`src/rtl/hand_shake_pkg.sv`:
```
// Shared definitions for the hand-shake responder: instruction width,
// the NOP code, window-counter width and the FSM state encoding.
package hand_shake_pkg;

  localparam int                 INSTR_W = 3;
  localparam logic [INSTR_W-1:0] NOP     = 3'b000;
  // Wide enough for the largest legal capture window (15).
  localparam int                 CNT_W   = 4;

  typedef enum logic [1:0] {
    IDLE    = 2'd0,
    ACK     = 2'd1,
    PUSH    = 2'd2,
    RELEASE = 2'd3
  } state_t;

endpackage

```
`src/rtl/hs_cmd_fifo.sv`:
```
// Captured-command buffer: a small FIFO with a sticky overflow flag.
// Reads the head combinationally; dout is NOP while empty.
module hs_cmd_fifo
  import hand_shake_pkg::*;
#(
  parameter int FIFO_DEPTH = 4
) (
  input  logic               clk,
  input  logic               rst,
  input  logic               wr,
  input  logic [INSTR_W-1:0] din,
  output logic               full,
  input  logic               rd,
  output logic [INSTR_W-1:0] dout,
  output logic               empty,
  output logic               overflow
);

  localparam int AW = $clog2(FIFO_DEPTH);

  logic [INSTR_W-1:0] mem [FIFO_DEPTH];
  logic [AW-1:0]      wr_ptr, rd_ptr;
  logic [AW:0]        count;
  logic               do_wr, do_rd;

  assign empty = (count == '0);
  assign full  = (count == (AW+1)'(FIFO_DEPTH));
  assign do_rd = rd && !empty;
  // A simultaneous pop frees the slot, so a write on a full buffer then lands.
  assign do_wr = wr && (!full || do_rd);
  assign dout  = empty ? NOP : mem[rd_ptr];

  // Storage array; contents are don't-care while the occupancy says empty.
  always_ff @(posedge clk) begin
    if (do_wr) mem[wr_ptr] <= din;
  end

  // Pointers wrap naturally (power-of-two depth), occupancy and overflow.
  always_ff @(posedge clk or posedge rst) begin
    if (rst) begin
      wr_ptr   <= '0;
      rd_ptr   <= '0;
      count    <= '0;
      overflow <= 1'b0;
    end else begin
      if (do_wr) wr_ptr <= wr_ptr + 1'b1;
      if (do_rd) rd_ptr <= rd_ptr + 1'b1;
      case ({do_wr, do_rd})
        2'b10:   count <= count + 1'b1;
        2'b01:   count <= count - 1'b1;
        default: count <= count;
      endcase
      if (wr && !do_wr) overflow <= 1'b1;
    end
  end

endmodule

```
`src/rtl/hand_shake_responder.sv`:
```
// Request/acknowledge responder: acks a req, samples the instruction bus
// for a CAPTURE_WIN-cycle window, keeps the first nonzero value and queues
// it for a downstream consumer.
// Build option: HAND_SHAKE_SYNC_EN adds a 2-flop synchronizer on req and
// instruction (req-related latencies grow by 2 cycles).
module hand_shake_responder
  import hand_shake_pkg::*;
#(
  parameter int CAPTURE_WIN = 4,
  parameter int FIFO_DEPTH  = 4
) (
  input  logic               clk_50MHz,
  input  logic               rst,
  input  logic               req,
  input  logic [INSTR_W-1:0] instruction,
  output logic               ack,
  output logic [INSTR_W-1:0] cmd,
  output logic               cmd_valid,
  input  logic               cmd_ready,
  output logic               overflow
);

  logic               req_s;
  logic [INSTR_W-1:0] instr_s;

`ifdef HAND_SHAKE_SYNC_EN
  logic [1:0]              req_sync;
  logic [1:0][INSTR_W-1:0] instr_sync;

  // Two-stage synchronizer for the initiator-side inputs.
  always_ff @(posedge clk_50MHz or posedge rst) begin
    if (rst) begin
      req_sync   <= '0;
      instr_sync <= '0;
    end else begin
      req_sync   <= {req_sync[0], req};
      instr_sync <= {instr_sync[0], instruction};
    end
  end

  assign req_s   = req_sync[1];
  assign instr_s = instr_sync[1];
`else
  assign req_s   = req;
  assign instr_s = instruction;
`endif

  state_t             state, state_n;
  logic [CNT_W-1:0]   cnt, cnt_n;
  logic [INSTR_W-1:0] latch, latch_n;
  logic               ack_n;
  logic               wr, full, empty;

  // State, window counter, capture latch and registered ack.
  always_ff @(posedge clk_50MHz or posedge rst) begin
    if (rst) begin
      state <= IDLE;
      cnt   <= '0;
      latch <= NOP;
      ack   <= 1'b0;
    end else begin
      state <= state_n;
      cnt   <= cnt_n;
      latch <= latch_n;
      ack   <= ack_n;
    end
  end

  // Next-state, window sampling and buffer write decision.
  always_comb begin
    state_n = state;
    cnt_n   = cnt;
    latch_n = latch;
    wr      = 1'b0;
    case (state)
      IDLE: begin
        // A full buffer holds off the ack so no capture is taken that cannot be stored.
        if (req_s && !full) begin
          state_n = ACK;
          cnt_n   = '0;
        end
      end
      ACK: begin
        if (latch == NOP && instr_s != NOP) latch_n = instr_s;
        if (cnt == CNT_W'(CAPTURE_WIN-1)) begin
          state_n = PUSH;
          cnt_n   = '0;
        end else begin
          cnt_n = cnt + 1'b1;
        end
      end
      PUSH: begin
        wr      = (latch != NOP);
        latch_n = NOP;
        state_n = RELEASE;
      end
      RELEASE: begin
        // Wait for req to drop so the same request is not acked twice.
        if (!req_s) state_n = IDLE;
      end
      default: state_n = IDLE;
    endcase
    ack_n = (state_n == ACK) || (state_n == PUSH);
  end

  hs_cmd_fifo #(.FIFO_DEPTH(FIFO_DEPTH)) u_fifo (
    .clk      (clk_50MHz),
    .rst      (rst),
    .wr       (wr),
    .din      (latch),
    .full     (full),
    .rd       (cmd_ready),
    .dout     (cmd),
    .empty    (empty),
    .overflow (overflow)
  );

  assign cmd_valid = !empty;

endmodule

```
`config.mk`:
```
export PLATFORM = sky130hd
export DESIGN_NAME = hand_shake_responder
export DESIGN_NICKNAME = d
export VERILOG_FILES = /design/src/rtl/hand_shake_pkg.sv /design/src/rtl/hs_cmd_fifo.sv /design/src/rtl/hand_shake_responder.sv
export SDC_FILE = /design/constraint.sdc
export NUM_CORES = 1
export LEC_CHECK = 0
export CAP_MARGIN = 20
export CORE_ASPECT_RATIO = 1.75
export CORE_MARGIN = 2
export CORE_UTILIZATION = 47
export DETAILED_ROUTE_END_ITERATION = 12
export HOLD_SLACK_MARGIN = 0.06
export PLACE_DENSITY_LB_ADDON = 0.2
export RECOVER_POWER = 25
export SYNTH_ARGS = -nofsm -noshare
export SYNTH_HDL_FRONTEND = slang
export SYNTH_SLANG_ARGS = --single-unit
```
`constraint.sdc`:
```
create_clock -name clk_50MHz -period 6.25 [get_ports clk_50MHz]
set_input_delay 0.9375 -clock clk_50MHz [delete_from_list [all_inputs] [get_ports clk_50MHz]]
set_output_delay 0.9375 -clock clk_50MHz [all_outputs]
set_load 0.05 [all_outputs]
```
Yosys cells after proc, flatten, opt, wreduce, memory -nomap -nowiden --
Memory sizes are Yosys's and may differ from the RTL's. Index checks and enable logic that the tools add are counted.
Word-level totals: bits in registers 18, latch bits 0, memory bits (writable) 12, memory bits (read-only) 0, output and inout port bits 6, memories kept 1
Cells by class: $add $sub $neg 5, multiply operators 0, div/mod/pow operators 0, $lt $le $gt $ge 0, eq/ne operators 11, shift operators 0, mux-type cells 14, bitwise logic cells 0, reductions and logical operators 20
Memory list:
- u_fifo.mem | depth 4, bits a word 3, rd ports 1, clocked after memory_dff 0, write ports 1, line hs_cmd_fifo.sv:21 | logic [INSTR_W-1:0] mem [FIFO_DEPTH];
Operators with widths (number):
- 3-bit one-hot mux with 2 select lines | 2
- 2-bit == test, second input constant | 4
- 4-bit 2-to-1 mux | 2
- 2-bit one-hot mux with 4 select lines | 1
- 4-bit one-hot mux with 2 select lines | 1
- 2-bit by 1-bit == test with 1-bit output, second input constant | 3
- 3-bit logical NOT | 2
- 2-bit 2-to-1 mux | 3
- 3-bit 2-to-1 mux | 2
- 2-bit nonzero test | 3
- 3-bit nonzero test | 2
- 1-bit logical AND | 5
- 2-bit by 1-bit adder with 2-bit output, second input constant | 2
- 4-bit by 1-bit adder with 4-bit output, second input constant | 1
- 4-bit by 2-bit == test with 1-bit output, second input constant | 1
- 2-bit inequality test, second input constant | 2
- 2-bit AND reduction | 2
- 3-bit by 1-bit adder with 3-bit output, second input constant | 1
- 3-bit == test, second input constant | 1
- 1-bit logical NOT | 3
- 1-bit 2-to-1 mux | 3
- 3-bit by 1-bit subtractor with 3-bit output, second input constant | 1
- 2-bit logical NOT | 1
- 1-bit logical OR | 2

Logic depth before layout (Yosys ltp) --
depth after elaboration 7, mapped depth 9, mapped depth without buffers 9

Modules after synthesis --
Synthesis repeated with hierarchy kept, for this count alone.
Second synthesis, totals: cells, all modules 107, area total of the unflattened synthesis 1422.6 um2
By module, submodules not included:
- hs_cmd_fifo | instances 1, cells an instance 60, area each 937.1 um2
- hand_shake_responder | instances 1, cells an instance 47, area each 485.5 um2

Worst setup path after synthesis --
No wires, ideal clock.
path kind flip-flop to output port, start point register u_fifo.count[0], end point output cmd[0], arrival 1582 ps, required time 5312 ps, slack 3730 ps, cell stages (with the launch flop) 4, path buffers 1, cell sequence dfrtp_1 -> or3_1 -> clkbuf_1 -> and2_1
On the way: longest elaborated chain between the ends 2
RTL lines:
- start, declared | line hs_cmd_fifo.sv:23 | logic [AW:0] count;
- start signal, assigned | line hs_cmd_fifo.sv:49 | 2'b10: count <= count + 1'b1;
- start signal, assigned | line hs_cmd_fifo.sv:50 | 2'b01: count <= count - 1'b1;
- start signal, assigned | line hs_cmd_fifo.sv:51 | default: count <= count;
- 3-bit logical NOT | line hs_cmd_fifo.sv:26 | assign empty = (count == '0);
- 3-bit 2-to-1 mux | line hs_cmd_fifo.sv:31 | assign dout = empty ? NOP : mem[rd_ptr];
- end, declared | line hand_shake_responder.sv:17 | output logic [INSTR_W-1:0] cmd,
No other way between the ends.

Worst setup path after layout --
start point register u_fifo.rd_ptr[0], end point output cmd[2]
On the way: longest elaborated chain between the ends 2
RTL lines:
- start, declared | line hs_cmd_fifo.sv:22 | logic [AW-1:0] wr_ptr, rd_ptr;
- start signal, assigned | line hs_cmd_fifo.sv:47 | if (do_rd) rd_ptr <= rd_ptr + 1'b1;
- memory read 4 x 3 bit
- 3-bit 2-to-1 mux | line hs_cmd_fifo.sv:31
No other way between the ends.

==> results by group <==
Outcome
  • Status: complete, no violations

Final layout
  • Share of cells above drive strength 1: 13.0%
  • Total of fill cells in the finished design: 249
  • Total non-filler cell area in the finished layout: 0.00164 sq mm
  • Total Nets Final: 136
  • Layout overhead on the synthesized area: 16.2%
  • Ant diodes: 0
  • Post-route core utilization: 56.5%

GRT
  • Via count of the first global-routing pass: 937
  • Grt total ovfl: 0
  • Pin count of the biggest net entering global routing: 19
  • Global-route wire length before repair: 4260 um
  • Initial antenna violation count: 0
  • GRT Total Usage: 17.7%

Critical path
  • Crit path launch: u_fifo.rd_ptr[0]
  • Source of the worst register-to-register timing path: latch[2]
  • Critical path arrival: 2.17 ns
  • Worst R2R End: u_fifo.count[2]
  • Largest incremental delay on the critical path: 0.69 ns
  • Cells traversed along the worst timing path: mux4_2 > and2_1 > clkdlybuf4s50_1
  • Crit path launch type: flip-flop
  • Cells on worst reg2reg path: 9
  • Required arrival time at the worst endpoint: 5.31 ns
  • Worst Setup End Kind: output pin
  • Internal reg-to-reg setup slack: 4.02 ns
  • Category of cells accounting for the largest share of critical-path delay: buffers and inverters
  • Buffering stage count on the worst path with inverters included: 1
  • Count of cell instances traversed by the critical path: 3
  • Slowest library cell on the worst path: clkdlybuf4s50_1
  • Highest fanout seen on the critical path: 5
  • Kind of critical path: reg2out

Timing
  • Final period utilization: 49.8%
  • Headroom to the max-slew limit: 52.3%
  • Clk_skew: 0.000978 ns
  • Count of endpoints failing setup in the final report: 0
  • Final hold violation count: 0
  • Achievable frequency: 321 MHz
  • Final sum of negative setup slack: 0 ns
  • Slew @ Worst Pin: 0.714 ns
  • Unrepaired setup endpoints after global routing: false
  • Final min period: 3.11 ns
  • Max-slew violations: 0

Synthesis
  • Avg Cell Area, Syn: 13.4 sq um
  • Register area share after synthesis: 57.5%
  • Cell accounting for the most synthesized area: dfrtp_1
  • Post-synthesis instance total: 105
  • Distinct cell type count after synthesis: 36
  • Yosys warnings: 0
  • Post-Synthesis Cell Area: 0.00141 sq mm
  • Yosys reg bits: 30
  • Leading post-synthesis cells by instance count: dfrtp_1 (18), inv_1 (13), edfxtp_1 (12), and2_1 (7), ha_1 (6)
  • Most frequent cell after synthesis: dfrtp_1
  • Biggest area contributors in the synthesized netlist: dfrtp_1 (32%), edfxtp_1 (26%), ha_1 (5.3%), mux4_2 (4.8%), inv_1 (3.5%)
  • Leading register cell type out of synthesis: dfrtp_1
  • Fraction of registers with async set/reset: 60.0%
  • Synthesized net count: 119
  • Number of flops mapped to enable cells by yosys: 12
  • Post-synth top area share: 32.0%

Power and ir drop
  • Relative contribution of sequential cells to total power: 41.3%
  • Internal power: 0.000517 W
  • Worst VDD drop: 0.000267 V
  • Power per standard cell area: 522 mW/mm^2
  • Static leakage power: 0.693 nW
  • Net switching fraction of the power: 39.5%
  • Switching power of the nets: 0.000337 W
  • Combinational group share of total power: 41.8%
  • Power consumption: 0.000855 W
  • Share of power burned in the clock network: 17.0%

Clocking
  • Post-CTS setup buffers: 0
  • CTS Hold Bufs: 0
  • Clock sink total: 30
  • Number of buffers on the longest clock path: 2
  • Later-pin clock latency in the skew report: 0.28 ns
  • CTS Root Cell: clkbuf_8
  • TritonCTS buffer count: 5
  • Post-CTS clock slew at the launch and capture registers of the worst setup and hold paths: 0.06 ns
  • Resized Gates After CTS: 0
  • Clock tree from TritonCTS: yes
  • H-tree Lvls: 2

Flow run
  • Max-cap check violation count: 0

Placement
  • Total of buffers placed on input and output ports: 12
  • Post-detail-place hpwl: 1950 um
  • Final GP Congestion: 0.790
  • Area of placed instances: 0.00156 sq mm

Detailed routing
  • Routed wire length: 2480 um
  • Post-detailed-route via-to-cell ratio: 5.58
  • Drt wl/cell: 16.4 um
  • Total via count after detailed routing: 843
  • Number of iterations in the first detailed-routing pass: 4
  • DRC violation total after the first TritonRoute iteration: 16
  • Remaining design rule violation count: 0
  • Antenna viol nets, final: 0

Floorplanning
  • Floorplan Core Area: 0.00290 sq mm
  • Initial Utilization: 48.7%
  • Number of top-level pins: 13
  • Die Y: 76.4 um
  • Cell Rows: 26
  • Die Footprint: 0.00347 sq mm
  • Die span in x: 45.4 um

Hold path
  • Hold EP: u_fifo.overflow
  • Hold crit path type: reg2reg
  • Number of instances on the worst hold path: 1
  • Start point of the worst hold path: u_fifo.overflow
==> layer usage <==
| layer | track usage [%] | part of all wire [%] | vias up |
|---|---|---|---|
| met1 | 16.7 | 34 | 417 |
| met2 | 31.4 | 60 | 14 |
| li1 | - | - | 405 |
| met3 | 4.98 | 3.3 | 7 |
| met5 | 0 | 0 | - |
| met4 | 9.71 | 2.9 | 0 |
==> cell families (layout without fill, tap and decap cells) <==
group / Yosys count / in the layout / share of synthesized area, %
DFF: 30 / 30 / 57.5
and+or+nand+nor: 30 / 30 / 14.3
buffers and inverters: 15 / 33 / 4.08
AOI/OAI and AO/OA: 11 / 11 / 6.31
adders and majority gates: 7 / 7 / 6.75
xor gates and xnor gates: 6 / 6 / 3.73
muxes: 6 / 6 / 7.28
==> power by group through the flow <==
stage	Combinational (W)	Sequential (W)	Clock (W)
finish	0.000357	0.000353	0.000145
global route	0.000391	0.000365	0.000156
CTS	0.000364	0.000354	0.000149
detailed placement	0.000361	0.000358	0
global placement	0.000350	0.000353	0
floorplan	0.000265	0.000347	0
==> registers in the layout (all words and copies together) (netlist names) <==
| register | count |
|---|---|
| cnt | 4 |
| u_fifo.count | 3 |
| u_fifo.rd_ptr | 2 |
| u_fifo.mem | 12 |
| u_fifo.wr_ptr | 2 |
| ack | 1 |
| latch | 3 |
| state | 2 |
| u_fifo.overflow | 1 |
==> cell type report <==
| type | instances | area [sq um] | share of cell area (%) |
|---|---|---|---|
| clock buffers | 6 | 72.6 | 4.43 |
| clock inverters | 2 | 8.76 | 0.535 |
| inverters | 13 | 48.8 | 2.98 |
| multi-input cells | 60 | 541 | 33.0 |
| flip-flops and latches | 30 | 811 | 49.5 |
| well taps | 28 | 35.0 | 2.14 |
| repair buffers | 12 | 120 | 7.34 |
==> stage by stage <==
stage	cells	hold slack, ns	setup slack (ns)
2_1_floorplan	105	0.478	3.73
3_3_place_gp	143	0.455	3.23
3_5_place_dp	143	0.463	3.10
4_1_cts	151	0.472	3.11
5_1_grt	151	0.492	3.07
6_report	151	0.468	3.14
==> worst max path at each step <==
stage,endpoint,slack (ns)
5_1_grt,cmd[1],3.07
3_3_place_gp,u_fifo.count[2],3.23
4_1_cts,cmd[2],3.11
6_report,cmd[2],3.14
3_5_place_dp,u_fifo.count[2],3.10
2_1_floorplan,cmd[0],3.73
==> cells in the final DEF, fill, tap and decap left out, types with 2 or more instances in the layout <==
cell	count
edfxtp_1	12
a32o_1	3
nor3_1	2
xnor2_1	4
dlygate4sd3_1	4
ha_1	6
o21ai_0	2
nor2_1	5
mux2i_1	2
and2_1	7
xor2_1	2
dfrtp_1	18
mux4_2	3
nand3_1	3
clkdlybuf4s50_1	8
inv_1	13
nand2b_1	2
clkbuf_8	5
Note: power is estimated with default switching activity, not from simulation.
